File: src/rtl/fpq_pkg.sv
// Shared definitions for the FPQ queue blocks: service FSM encoding and default sizes.
package fpq_pkg;

  localparam int unsigned FPQ_DEPTH = 16;
  localparam int unsigned FPQ_LEN_W = 8;
  localparam int unsigned FPQ_CNT_W = 5;

  typedef logic [FPQ_LEN_W-1:0] fpq_len_t;

  typedef enum logic [1:0] {
    ST_IDLE  = 2'd0,
    ST_LOAD  = 2'd1,
    ST_SERVE = 2'd2
  } svc_state_e;

endpackage

File: src/rtl/pkt_len_server_if.sv
// Packet-length generator handshake: a transfer happens on an edge with pkt_vld && go.
interface pkt_len_server_if #(
  parameter int unsigned LEN_W = fpq_pkg::FPQ_LEN_W
);

  logic             pkt_vld;
  logic [LEN_W-1:0] pkt_len;
  logic             go;

  modport master (output pkt_vld, output pkt_len, input go);
  modport slave  (input pkt_vld, input pkt_len, output go);

endinterface

File: src/rtl/fpq_len_fifo.sv
// DEPTH x LEN_W synchronous FIFO with show-ahead head, occupancy count and registered write-ready.
module fpq_len_fifo #(
  parameter int unsigned DEPTH = 16,
  parameter int unsigned LEN_W = 8,
  parameter int unsigned CNT_W = 5
) (
  input  logic             cnt_clk,
  input  logic             rst_n,
  input  logic             wr_i,
  input  logic [LEN_W-1:0] wdata_i,
  input  logic             rd_i,
  output logic [LEN_W-1:0] head_c_o,
  output logic [CNT_W-1:0] cnt_o,
  output logic             full_o,
  output logic             wr_rdy_o
);

  localparam int unsigned PTR_W = $clog2(DEPTH);

  logic [LEN_W-1:0] mem_q [DEPTH];
  logic [PTR_W-1:0] wr_ptr_q, rd_ptr_q;
  logic [CNT_W-1:0] cnt_q, cnt_d;
  logic             full_q, wr_rdy_q;

  always_comb begin
    cnt_d = cnt_q;
    if (wr_i && !rd_i)      cnt_d = cnt_q + CNT_W'(1);
    else if (!wr_i && rd_i) cnt_d = cnt_q - CNT_W'(1);
  end

  // Pointers are exactly log2(DEPTH) bits so they wrap without compare logic.
  always_ff @(posedge cnt_clk) begin
    if (!rst_n) begin
      wr_ptr_q <= '0;
      rd_ptr_q <= '0;
      cnt_q    <= '0;
      full_q   <= 1'b0;
      wr_rdy_q <= 1'b1;
    end else begin
      if (wr_i) wr_ptr_q <= wr_ptr_q + PTR_W'(1);
      if (rd_i) rd_ptr_q <= rd_ptr_q + PTR_W'(1);
      cnt_q    <= cnt_d;
      full_q   <= (cnt_d == CNT_W'(DEPTH));
      wr_rdy_q <= (cnt_d != CNT_W'(DEPTH));
    end
  end

  always_ff @(posedge cnt_clk) begin
    if (wr_i) mem_q[wr_ptr_q] <= wdata_i;
  end

  assign head_c_o = mem_q[rd_ptr_q];
  assign cnt_o    = cnt_q;
  assign full_o   = full_q;
  assign wr_rdy_o = wr_rdy_q;

endmodule

File: src/rtl/pkt_len_server.sv
// Queues offered packet lengths and serves them one at a time, one cycle per length unit.
// Optional statistics counters are built when PKT_SRV_STATS_EN is defined.
module pkt_len_server import fpq_pkg::*; #(
  parameter int unsigned DEPTH = FPQ_DEPTH,
  parameter int unsigned LEN_W = FPQ_LEN_W,
  parameter int unsigned CNT_W = FPQ_CNT_W
) (
  input  logic             cnt_clk,
  input  logic             rst_n,
  pkt_len_server_if.slave  gen,
  output logic             busy,
  output logic [LEN_W-1:0] svc_left,
  output logic [CNT_W-1:0] q_cnt,
  output logic             done,
  output logic             full
`ifdef PKT_SRV_STATS_EN
  ,
  output logic [15:0]      served_cnt,
  output logic [15:0]      zero_drop_cnt,
  output logic [31:0]      busy_cyc
`endif
);

  svc_state_e       state_q, state_d;
  logic [LEN_W-1:0] svc_q, svc_d;
  logic             busy_q, busy_d;
  logic             done_q, done_d;
  logic             pop;
  logic             accept, wr;
  logic [LEN_W-1:0] head;
  logic             go_w;

  assign accept = gen.pkt_vld && go_w;
  assign wr     = accept && (gen.pkt_len != '0);

  fpq_len_fifo #(
    .DEPTH (DEPTH),
    .LEN_W (LEN_W),
    .CNT_W (CNT_W)
  ) u_fifo (
    .cnt_clk  (cnt_clk),
    .rst_n    (rst_n),
    .wr_i     (wr),
    .wdata_i  (gen.pkt_len),
    .rd_i     (pop),
    .head_c_o (head),
    .cnt_o    (q_cnt),
    .full_o   (full),
    .wr_rdy_o (go_w)
  );

  always_ff @(posedge cnt_clk) begin
    if (!rst_n) begin
      state_q <= ST_IDLE;
      svc_q   <= '0;
      busy_q  <= 1'b0;
      done_q  <= 1'b0;
    end else begin
      state_q <= state_d;
      svc_q   <= svc_d;
      busy_q  <= busy_d;
      done_q  <= done_d;
    end
  end

  // done is registered, so it is raised on the edge that makes svc_left equal 1.
  always_comb begin
    state_d = state_q;
    svc_d   = svc_q;
    busy_d  = busy_q;
    done_d  = 1'b0;
    pop     = 1'b0;
    case (state_q)
      ST_IDLE: begin
        if (q_cnt != '0) state_d = ST_LOAD;
      end
      ST_LOAD: begin
        pop     = 1'b1;
        svc_d   = head;
        busy_d  = 1'b1;
        done_d  = (head == LEN_W'(1));
        state_d = ST_SERVE;
      end
      ST_SERVE: begin
        if (svc_q <= LEN_W'(1)) begin
          svc_d   = '0;
          busy_d  = 1'b0;
          state_d = (q_cnt != '0) ? ST_LOAD : ST_IDLE;
        end else begin
          svc_d  = svc_q - LEN_W'(1);
          done_d = (svc_q == LEN_W'(2));
        end
      end
      default: begin
        state_d = ST_IDLE;
        svc_d   = '0;
        busy_d  = 1'b0;
      end
    endcase
  end

  assign gen.go   = go_w;
  assign busy     = busy_q;
  assign svc_left = svc_q;
  assign done     = done_q;

`ifdef PKT_SRV_STATS_EN
  logic [15:0] served_q, zdrop_q;
  logic [31:0] bcyc_q;
  logic        zero_drop;

  assign zero_drop = accept && (gen.pkt_len == '0);

  // Event counters saturate; the busy-cycle counter wraps.
  always_ff @(posedge cnt_clk) begin
    if (!rst_n) begin
      served_q <= '0;
      zdrop_q  <= '0;
      bcyc_q   <= '0;
    end else begin
      if (done_q && (served_q != 16'hFFFF))   served_q <= served_q + 16'd1;
      if (zero_drop && (zdrop_q != 16'hFFFF)) zdrop_q  <= zdrop_q + 16'd1;
      if (busy_q)                             bcyc_q   <= bcyc_q + 32'd1;
    end
  end

  assign served_cnt    = served_q;
  assign zero_drop_cnt = zdrop_q;
  assign busy_cyc      = bcyc_q;
`endif

endmodule
File: src/flat_wrapper.sv
// flat-port wrapper written by rule: the top's interface ports become plain ports
module pkt_len_server_flat import fpq_pkg::*;
#(
  parameter int unsigned DEPTH = FPQ_DEPTH,
  parameter int unsigned LEN_W = FPQ_LEN_W,
  parameter int unsigned CNT_W = FPQ_CNT_W
)
  (cnt_clk, rst_n, busy, svc_left, q_cnt, done, full, gen_pkt_vld, gen_pkt_len, gen_go);
  pkt_len_server_if #(.LEN_W(LEN_W)) gen_i ();
  input  logic cnt_clk;
  input  logic rst_n;
  output logic busy;
  output logic [LEN_W-1:0] svc_left;
  output logic [CNT_W-1:0] q_cnt;
  output logic done;
  output logic full;
  input wire logic [$bits(gen_i.pkt_vld)-1:0] gen_pkt_vld;
  input wire logic [$bits(gen_i.pkt_len)-1:0] gen_pkt_len;
  output wire logic [$bits(gen_i.go)-1:0] gen_go;
  assign gen_i.pkt_vld = gen_pkt_vld;
  assign gen_i.pkt_len = gen_pkt_len;
  assign gen_go = gen_i.go;
  pkt_len_server #(.DEPTH(DEPTH), .LEN_W(LEN_W), .CNT_W(CNT_W)) u_core (.cnt_clk(cnt_clk), .rst_n(rst_n), .gen(gen_i), .busy(busy), .svc_left(svc_left), .q_cnt(q_cnt), .done(done), .full(full));
endmodule
File: config.mk
export PLATFORM = sky130hd
export DESIGN_NAME = pkt_len_server_flat
export DESIGN_NICKNAME = d
export VERILOG_FILES = /design/src/rtl/fpq_pkg.sv /design/src/rtl/pkt_len_server_if.sv /design/src/rtl/fpq_len_fifo.sv /design/src/rtl/pkt_len_server.sv /design/src/flat_wrapper.sv
export SDC_FILE = /design/constraint.sdc
export NUM_CORES = 1
export LEC_CHECK = 0
export ABC_CLOCK_PERIOD_IN_PS = 2600
export BUFFER_PORTS_ARGS = -buffer_cell sky130_fd_sc_hd__buf_4
export CAP_MARGIN = 5
export CORE_ASPECT_RATIO = 2
export CORE_MARGIN = 10
export CORE_UTILIZATION = 53
export CTS_CLUSTER_SIZE = 28
export DETAILED_ROUTE_END_ITERATION = 16
export PLACE_DENSITY = 0.71
export SLEW_MARGIN = 20
export SYNTH_ARGS = -nofsm -noshare
export SYNTH_HDL_FRONTEND = slang
export SYNTH_SLANG_ARGS = --single-unit
File: constraint.sdc
create_clock -name cnt_clk -period 2.6 [get_ports cnt_clk]
set_input_delay 0 -clock cnt_clk [delete_from_list [all_inputs] [get_ports cnt_clk]]
set_output_delay 0 -clock cnt_clk [all_outputs]
set_load 0.1 [all_outputs]
== Word level (Yosys, flattened, before mapping) ==
Memories as Yosys holds them, arrays and structs flattened. A register that Yosys moved wholly into a read port is not among the register bits.
Cells that the tools add are included.

* Add/sub/neg operators: 5
* Order comparisons: 1
* Equality and inequality tests: 8
* Mux-type cells: 17
* Bitwise operators: 1
* Reduce and logical (&&, ||, !) cells: 11

{| class="wikitable"
|+ Operator list
! operator !! count
|-
| one-hot mux 8 bit (3 select lines) || 1
|-
| two-way mux 5 bit || 2
|-
| adder 4 x 1 -> 4 bit (second input constant) || 2
|-
| equality test 8 x 1 -> 1 bit (second input constant) || 1
|-
| equality test 8 x 2 -> 1 bit (second input constant) || 1
|-
| less-or-equal comparator 8 x 1 -> 1 bit (second input constant) || 1
|-
| two-way mux 4 bit || 2
|-
| two-way mux 8 bit || 1
|-
| nonzero test 8 bit || 1
|-
| subtractor 8 x 1 -> 8 bit (second input constant) || 1
|-
| two-way mux 1 bit || 6
|-
| one-hot mux 2 bit (3 select lines) || 1
|-
| adder 5 x 1 -> 5 bit (second input constant) || 1
|-
| equality test 5 bit (second input constant) || 1
|-
| != test 5 bit (second input constant) || 1
|-
| nonzero test 5 bit || 1
|-
| subtractor 5 x 1 -> 5 bit (second input constant) || 1
|-
| logical AND 1 bit || 4
|-
| two-way mux 2 bit || 2
|-
| != test 2 x 1 -> 1 bit (second input constant) || 2
|-
| AND reduction 2 bit || 2
|-
| one-hot mux 1 bit (3 select lines) || 1
|-
| equality test 2 x 1 -> 1 bit (second input constant) || 1
|-
| equality test 2 bit (second input constant) || 1
|-
| other kinds (4) || 5
|}

* Flip-flop bits (word level): 27
* RAM bits: 128
* Bits of input ports: 11
* Output and inout port bits: 17
* Logic and storage cells: 53
* Memories kept: 1

{| class="wikitable"
|+ Memory list
! name !! depth !! width !! read ports !! clocked after Yosys merged registers in !! wr ports !! line !! source
|-
| u_core.u_fifo.mem_q || 16 || 8 || 1 || 1 || 1 || fpq_len_fifo.sv:20 || <nowiki>logic [LEN_W-1:0] mem_q [DEPTH];</nowiki>
|}

== Logic depth before layout (Yosys ltp) ==
Gate-level depths: netlist (run 1).

* Depth after elaboration: 7
* Mapped depth: 9

== Modules after synthesis ==
Synthesis (run 1) repeated with hierarchy kept, for this count alone.

* Cell total of the unflattened synthesis: 424
* Area total of the unflattened synthesis: 6682.7 um^2

{| class="wikitable"
|+ By module, submodules not included
! module !! times used !! cells each !! area each (um^2) !! seq. area each (um^2)
|-
| fpq_len_fifo || 1 || 308 || 5795.6 || 4224.1
|-
| pkt_len_server || 1 || 116 || 887.1 || 240.2
|}

== Least setup slack after synthesis (run 1) ==
Ideal clock, no wire load.

* Path kind: reg-to-reg
* Start: register u_core.u_fifo.wr_rdy_q, in the netlist u_core.u_fifo.wr_rdy_o
* End: memory u_core.u_fifo.mem_q[3][0] (enable)
* Setup time: 0.383 ns
* Arrival time: 2.461 ns
* Data required time: 2.217 ns
* Setup slack: -0.245 ns
* Cell stages (with the launch flop): 6
* Path buffers: 1
* Cells stage by stage: dfxtp_1 -> nand2_1 -> a21oi_1 -> clkbuf_1 -> nand2_1 -> nor3_1

* Word-level cells in the longest chain between the ends: 4

{| class="wikitable"
|+ Ends and longest elaborated chain
! element !! line !! source
|-
| from (decl) || fpq_len_fifo.sv:23 || <nowiki>logic full_q, wr_rdy_q;</nowiki>
|-
| from (signal assigned) || fpq_len_fifo.sv:44 || <nowiki>wr_rdy_q <= (cnt_d != CNT_W'(DEPTH));</nowiki>
|-
| logical AND 1 bit || pkt_len_server.sv:33 || <nowiki>assign accept = gen.pkt_vld && go_w;</nowiki>
|-
| logical AND 1 bit || pkt_len_server.sv:34 || <nowiki>assign wr = accept && (gen.pkt_len != '0);</nowiki>
|-
| two-way mux 1 bit || fpq_len_fifo.sv:49 || <nowiki>if (wr_i) mem_q[wr_ptr_q] <= wdata_i;</nowiki>
|-
| two-way mux 1 bit (implied by the code) || fpq_len_fifo.sv:49 ||
|-
| to (decl) || fpq_len_fifo.sv:20 ||
|}

Every way passes these cells.

== Worst setup path in the final report (run 1) ==
* Start: input gen_pkt_len[1]
* End: register u_core.u_fifo.wr_rdy_q, in the netlist u_core.u_fifo.wr_rdy_o

* Word-level cells in the longest chain between the ends: 7
* Elaborated cells on any way between the ends: 8
* Those cells by class: eq/ne: 1; mux: 2; reduce/logical: 5

{| class="wikitable"
|+ Ends and longest elaborated chain
! element !! line !! source
|-
| from (decl) || flat_wrapper.sv:18 || <nowiki>input wire logic [$bits(gen_i.pkt_len)-1:0] gen_pkt_len;</nowiki>
|-
| nonzero test 8 bit * || pkt_len_server.sv:34 ||
|-
| logical AND 1 bit * || pkt_len_server.sv:34 ||
|-
| logical NOT 1 bit || fpq_len_fifo.sv:28 || <nowiki>else if (!wr_i && rd_i) cnt_d = cnt_q - CNT_W'(1);</nowiki>
|-
| logical AND 1 bit || fpq_len_fifo.sv:28 ||
|-
| two-way mux 5 bit || fpq_len_fifo.sv:28 ||
|-
| two-way mux 5 bit * || fpq_len_fifo.sv:27 || <nowiki>if (wr_i && !rd_i) cnt_d = cnt_q + CNT_W'(1);</nowiki>
|-
| != test 5 bit * || fpq_len_fifo.sv:44 ||
|}

Every way passes the cells marked *; elsewhere a longest branch is shown, timed or not.
A chain may end at the register's enable or synchronous reset.

==> results_dict.tcl, run 1 <==
set metrics [dict create \
    status "finished, final reports clean" \
    cts_root_buf "clkbuf_16" \
    finalCriticalPeriod_ns 2.29 \
    cp.required_ns 2.89 \
    clock_skew_ns 0.0177 \
    drt_iter0_drc 275 \
    cts_sinks 159 \
    synth_cells 421 \
    r2r_cells 7 \
    cp-end-kind "register" \
    hp-class "input port to register" \
    slew_headroom_pct 38.8 \
    vias 3747 \
    hold-path-cell-count 5 \
    first_global_vias 4024 \
    ys_types 41 \
    max_slew.worst_pin.slew_ns 0.915 \
    fillers 876 \
    seqPwrFrac_pct 41.1 \
    seq_area_mm2 0.00447 \
    drtPass1Iterations 4 \
    syn_to_final_growth_pct 17.8 \
    p_sw_mw 2.42 \
    via_per_inst 5.88 \
    gp_congestion 0.823 \
    drive_gt1_share_pct 23.7 \
    clockBufferDepth 2 \
    min_period_over_period_pct 88.0 \
    maxSlewViolCount 0 \
    setup_tns_ns 0 \
    portBuffers 27 \
    rsz0062_at_grt "false" \
    p_clk_share_pct 33.7 \
    hold_viol 0 \
    start_util_pct 54.4 \
    seq_area_frac_synth_pct 67.3 \
    fin_nets 503 \
    die_h_um 178 \
    critical_path_arrival_ns 2.58 \
    final_util_pct 64.0 \
    cp-start-kind "input port" \
    syn_area_mm2 0.00663 \
    htree_num_levels 4 \
    grt_usage_pct 16.0 \
    cts_tree "yes" \
    r2r-end "u_core.svc_left[4]$_SDFFE_PN0N_" \
    grt_pass1_wl_mm 21.6 \
    yosysWarnings 0 \
    fp.dieW_um 99.1 \
    max-cap-violations 0 \
    r2r_slack_ns 0.42 \
    grt_overflow 0 \
    avgSynthCellArea_um2 15.8 \
    final_common_cell "edfxtp_1" \
    p_sw_share_pct 32.9 \
    pwr-share-comb_pct 25.2 \
    ant_nets 0 \
    power.leakage_nw 2.70 \
    worstSetupPathType "input port to register" \
    dieArea_mm2 0.0177 \
    worstPathMaxFanout 17 \
    fmax_ghz 0.437 \
    num_rows 57 \
    routed_wl_mm 13.6 \
    hpwl_mm 9.34 \
    cellPowerDensity_mw_per_mm2 944 \
    ys_ff_latch 159 \
    p_int_mw 4.95 \
    hp-start "gen_pkt_vld" \
    vdd_drop_max_uv 790 \
    clock_latency_ns 0.43 \
    final-setup-viol-count 0 \
    grt_max_degree 35 \
    antenna_found_initial 0 \
    drc 0 \
    synthesis.nets 447 \
    ios 28 \
    antenna_cells 0 \
    final_cell_mix "edfxtp_1 (128), buf_4 (48), mux4_2 (30)" \
    core_area_mm2 0.0122 \
    hold_end "u_core.u_fifo.wr_ptr_q[1]$_SDFFE_PN0P_" \
    cts_made_buffers 17 \
    clk_transition_reported_paths_ns 0.07 \
    routedWlPerCell_um 21.3 \
    multi_input_area_mm2 0.00201 \
]
power groups by stage:
stage          combinational [mW]  sequential [mW]  clock (mW)
2_1_floorplan                1.17             3.35           0
3_3_place_gp                 1.83             3.08           0
3_5_place_dp                 1.86             3.09           0
4_1_cts                      1.88             3.03        2.51
5_1_grt                      2.02             3.05        2.63
6_report                     1.86             3.03        2.48
cells in the mapped netlist (all sizes together):
library cell  count  area, um2
nand4b            1       8.76
nand3             5       25.0
nor2b            15       93.8
a211o             1       8.76
nor2             22       82.6
nand2b            4       25.0
o22ai             1       6.26
dfxtp            31        621
a22o              2       17.5
ha               15        188
or3               1       6.26
clkbuf           14       52.6
and2             11       68.8
o2bb2ai           5       43.8
mux2i             7       70.1
o211ai            3       22.5
xnor2            11       96.3
a2111oi           2       18.8
nor4              3       18.8
mux2              2       22.5
nor3             13       65.1
inv              12       45.0
nand3b            4       30.0
a21boi            3       22.5
mux4             30        676
xor2              4       35.0
nor3b             1       7.51
a21o              1       7.51
nand2            24       90.1
a21oi             2       10.0
nand4             2       12.5
a31oi             4       25.0
a22oi            21        158
edfxtp          128       3840
o211a             1       10.0
a211oi            3       22.5
o21ai             4       20.0
buf               8       56.3
through the flow:
step / cell area (um2) / cells / worst slack (ns) / total power, mW / hold WS (ns)
2_1_floorplan: 6630 / 421 / 0.0261 / 4.52 / 0.0989
3_3_place_gp: 7110 / 596 / 0.474 / 4.91 / 0.294
3_5_place_dp: 7110 / 596 / 0.430 / 4.95 / 0.321
4_1_cts: 7810 / 637 / 0.323 / 7.43 / 0.267
5_1_grt: 7810 / 637 / 0.0819 / 7.70 / 0.346
6_report: 7810 / 637 / 0.311 / 7.37 / 0.270
worst max path at each step:
stage	startpoint	to	slack, ns
CTS	gen_pkt_len[1]	u_core.u_fifo.wr_rdy_o$_SDFF_PN1_	0.32
global placement	register	u_core.svc_left[4]$_SDFFE_PN0N_	0.47
floorplan	u_core.u_fifo.cnt_o[0]$_SDFF_PN0_	u_core.u_fifo.wr_rdy_o$_SDFF_PN1_	0.03
detailed placement	register	u_core.svc_left[7]$_SDFFE_PN0N_	0.43
finish	gen_pkt_len[1]	u_core.u_fifo.wr_rdy_o$_SDFF_PN1_	0.31
global route	gen_pkt_len[1]	u_core.u_fifo.wr_rdy_o$_SDFF_PN1_	0.08
worst max-delay path, stage by stage:
cell	delay, ns
dlygate4sd3_1	0.53
buf_4	0.20
nor4_1	0.62
a21o_1	0.38
a31oi_1	0.15
xnor2_1	0.15
a211o_1	0.25
or3_1	0.30
sequential cells by signal (all words and copies together), names as in the netlist, named ones only:
register and flops:
u_core.done 1, u_core.state_q 2, u_core.u_fifo.rd_ptr_q 4, u_core.busy 1, u_core.svc_left 8, u_core.u_fifo.wr_rdy_o 1
u_core.u_fifo.cnt_o 5, u_core.u_fifo.full_o 1, u_core.u_fifo.wr_ptr_q 4, u_core.u_fifo.mem_q 128
routing by layer:
metal | up-vias | global-route usage [%] | part of all wire (%)
met5 | - | 0 | 0
met4 | 0 | 7.62 | 2.8
met3 | 22 | 3.95 | 3.9
met2 | 102 | 29.5 | 58
met1 | 1894 | 16.2 | 36
li1 | 1729 | - | -
repair_timing:
| action | 4_1_cts | 5_1_grt |
|---|---|---|
| hold endpoints to repair | 157 | 0 |
| setup buffers | 0 | 0 |
| hold buffers | 9 | 0 |
| endpoints found under the setup margin | 0 | 0 |
| gates resized for setup | 0 | 0 |
final cells by class:
cell class	count	share of cell area, %
Timing Repair Buffer	59	6.28
Sequential cell	159	57.2
Tap cell	147	2.36
Clock buffer	17	5.45
Clock inverter	15	2.36
Inverter	12	0.577
Multi-Input combinational cell	228	25.8
kinds of logic (layout without fill, tap and decap cells):
family	count (synthesis)	after routing	synth area share, %
buf+inv	34	103	2.32
simple gates	106	106	8.06
xor+xnor	15	15	1.98
mux	39	39	11.6
flops	159	159	67.3
fa+ha+maj	15	15	2.83
compound gates	53	53	5.92
Power figures use the tool's default switching activity.
==> run 2: changes to the inputs <==
Settings changed: CORE_ASPECT_RATIO 2 to 1.2.
==> run 2 against run 1 <==
Clock power barely moved. Worst setup slack got worse by 0.070 ns. Count of clock-buffer cells in the layout is 12 higher. Cell area down 0.96%. Global-route usage increased by 0.88 points. Sequential cell count unchanged. Total power is 0.10% lower. Sequential share of layout area increased by 0.56 points. Largest cell class unchanged.
==> results_dict.tcl, run 2 (same netlist as run 1, synthesis figures left out) <==
set metrics [dict create \
    status "finished, final reports clean" \
    dp.cells 599 \
    grt_max_degree 35 \
    routed_wl_mm 13.8 \
    p_sw_share_pct 29.6 \
    fin_nets 492 \
    maxSlewViolCount 0 \
    min_period_over_period_pct 90.7 \
    final_cell_mix "edfxtp_1 (128), buf_4 (37), mux4_2 (30)" \
    ant_nets 0 \
    cts_resized 0 \
    p_int_mw 5.19 \
    vias 3782 \
    antenna_found_initial 0 \
    final_common_cell "edfxtp_1" \
    vdd_drop_max_uv 740 \
    cts_tree "yes" \
    hold_viol 0 \
    instances_no_fill 640 \
    postLayoutCellArea_mm2 0.00773 \
    p_sw_mw 2.18 \
    drive_gt1_share_pct 20.3 \
    htree_num_levels 4 \
    hp-class "input port to register" \
    p_clk_share_pct 33.6 \
    pre_cts_ws_ns 0.238 \
    fp.dieW_um 122 \
    drt_iter0_drc 396 \
    pwr-share-comb_pct 25.1 \
    start_util_pct 54.5 \
    hold-worst-slack_ns 0.258 \
    rsz0062_at_grt "false" \
    final_util_pct 63.6 \
    cts_sinks 159 \
    syn_to_final_growth_pct 16.6 \
    seqPwrFrac_pct 41.3 \
    setup_tns_ns 0 \
    r2r_slack_ns 0.24 \
    dieArea_mm2 0.0174 \
    max_slew.worst_pin.slew_ns 0.983 \
    routedWlPerCell_um 21.6 \
    fillers 854 \
    ios 28 \
    cp.required_ns 2.96 \
    slew_headroom_pct 34.2 \
    core_area_mm2 0.0122 \
    grt_pass1_wl_mm 22.1 \
    regMostFlops "u_core.u_fifo.mem_q" \
    final-setup-viol-count 0 \
    max-cap-violations 0 \
    cts_root_buf "clkbuf_16" \
    largest_register_ffs 128 \
    critical_path_arrival_ns 2.72 \
    gp_congestion 0.850 \
    power.leakage_nw 2.63 \
    grt_usage_pct 16.9 \
    clk_transition_reported_paths_ns 0.06 \
    portBuffers 27 \
    clock_skew_ns 0.00745 \
    via_per_inst 5.91 \
    place_area_mm2 0.00705 \
    clock_latency_ns 0.42 \
    hpwl_mm 8.86 \
    cellPowerDensity_mw_per_mm2 952 \
    cp-start-kind "register" \
    drc 0 \
    finalCriticalPeriod_ns 2.36 \
    worstPathMaxFanout 28 \
    die_h_um 143 \
    first_global_vias 4008 \
    cts_made_buffers 17 \
    worstSetupPathType "register to register" \
    num_rows 44 \
    fmax_ghz 0.424 \
    fin_ws_ns 0.242 \
    power.total_mw 7.36 \
    antenna_cells 0 \
    drtPass1Iterations 4 \
    grt_overflow 0 \
    clockBufferDepth 2 \
    cp-end-kind "register" \
]
## run 2: cell count changes in the layout (fill, tap and decap cells not counted), sizes merged
cell	change
clkbuf	+12
buf	-11
inv	-7
clkinv	-6
bufinv	+1
## run 2: layout make-up
cell class	instances	area (um2)	share of cell area, %
Clock buffer	29	556	7.18
Clock inverter	3	43.8	0.566
Inverter	12	45.0	0.582
Multi-Input combinational cell	228	2010	26.0
Sequential cell	159	4470	57.7
Tap cell	161	201	2.60
Timing Repair Buffer	48	408	5.27
## run 2: repair_timing
item / in CTS / in global routing
hold buffers: 9 / 0
endpoints found under the hold margin: 150 / 0
endpoints found under the setup margin: 0 / 0
buffers inserted: 0 / 0
## run 2: final timing paths
check | cells past startpoint | start | end
worst min register to register | 2 | u_core.busy$_SDFFE_PN0P_ | u_core.busy$_SDFFE_PN0P_
worst min-delay path | 6 | gen_pkt_vld | u_core.u_fifo.wr_ptr_q[1]$_SDFFE_PN0P_
worst max-delay path | 7 | register | u_core.done$_SDFF_PN0_
worst max register to register | 7 | register | u_core.done$_SDFF_PN0_
## run 2: per-layer routing
layer / up-vias / share of wire [%] / track usage, % / routed length (um)
met5: - / 0 / 0 / 0
met4: 0 / 2.6 / 7.83 / 357
met3: 30 / 5.6 / 4.01 / 771
met2: 138 / 53 / 28.9 / 7270
met1: 1904 / 39 / 19.5 / 5440
li1: 1710 / - / - / -
## run 2: power by group through the flow
stage	Combinational (mW)	Clock, mW	Sequential [mW]
finish	1.85	2.47	3.05
CTS	1.87	2.49	3.05
detailed placement	1.84	0	3.10
floorplan	1.17	0	3.35
global route	2.01	2.61	3.07
global placement	1.81	0	3.09
## run 2: worst max-delay path: stages (launching register included)
cell and delay (ns):
dfxtp_2 0.49, buf_12 0.27, mux4_2 0.53, a22oi_1 0.32, nand2_1 0.13, nor4_1 0.32, a31oi_1 0.13, nor2_1 0.10
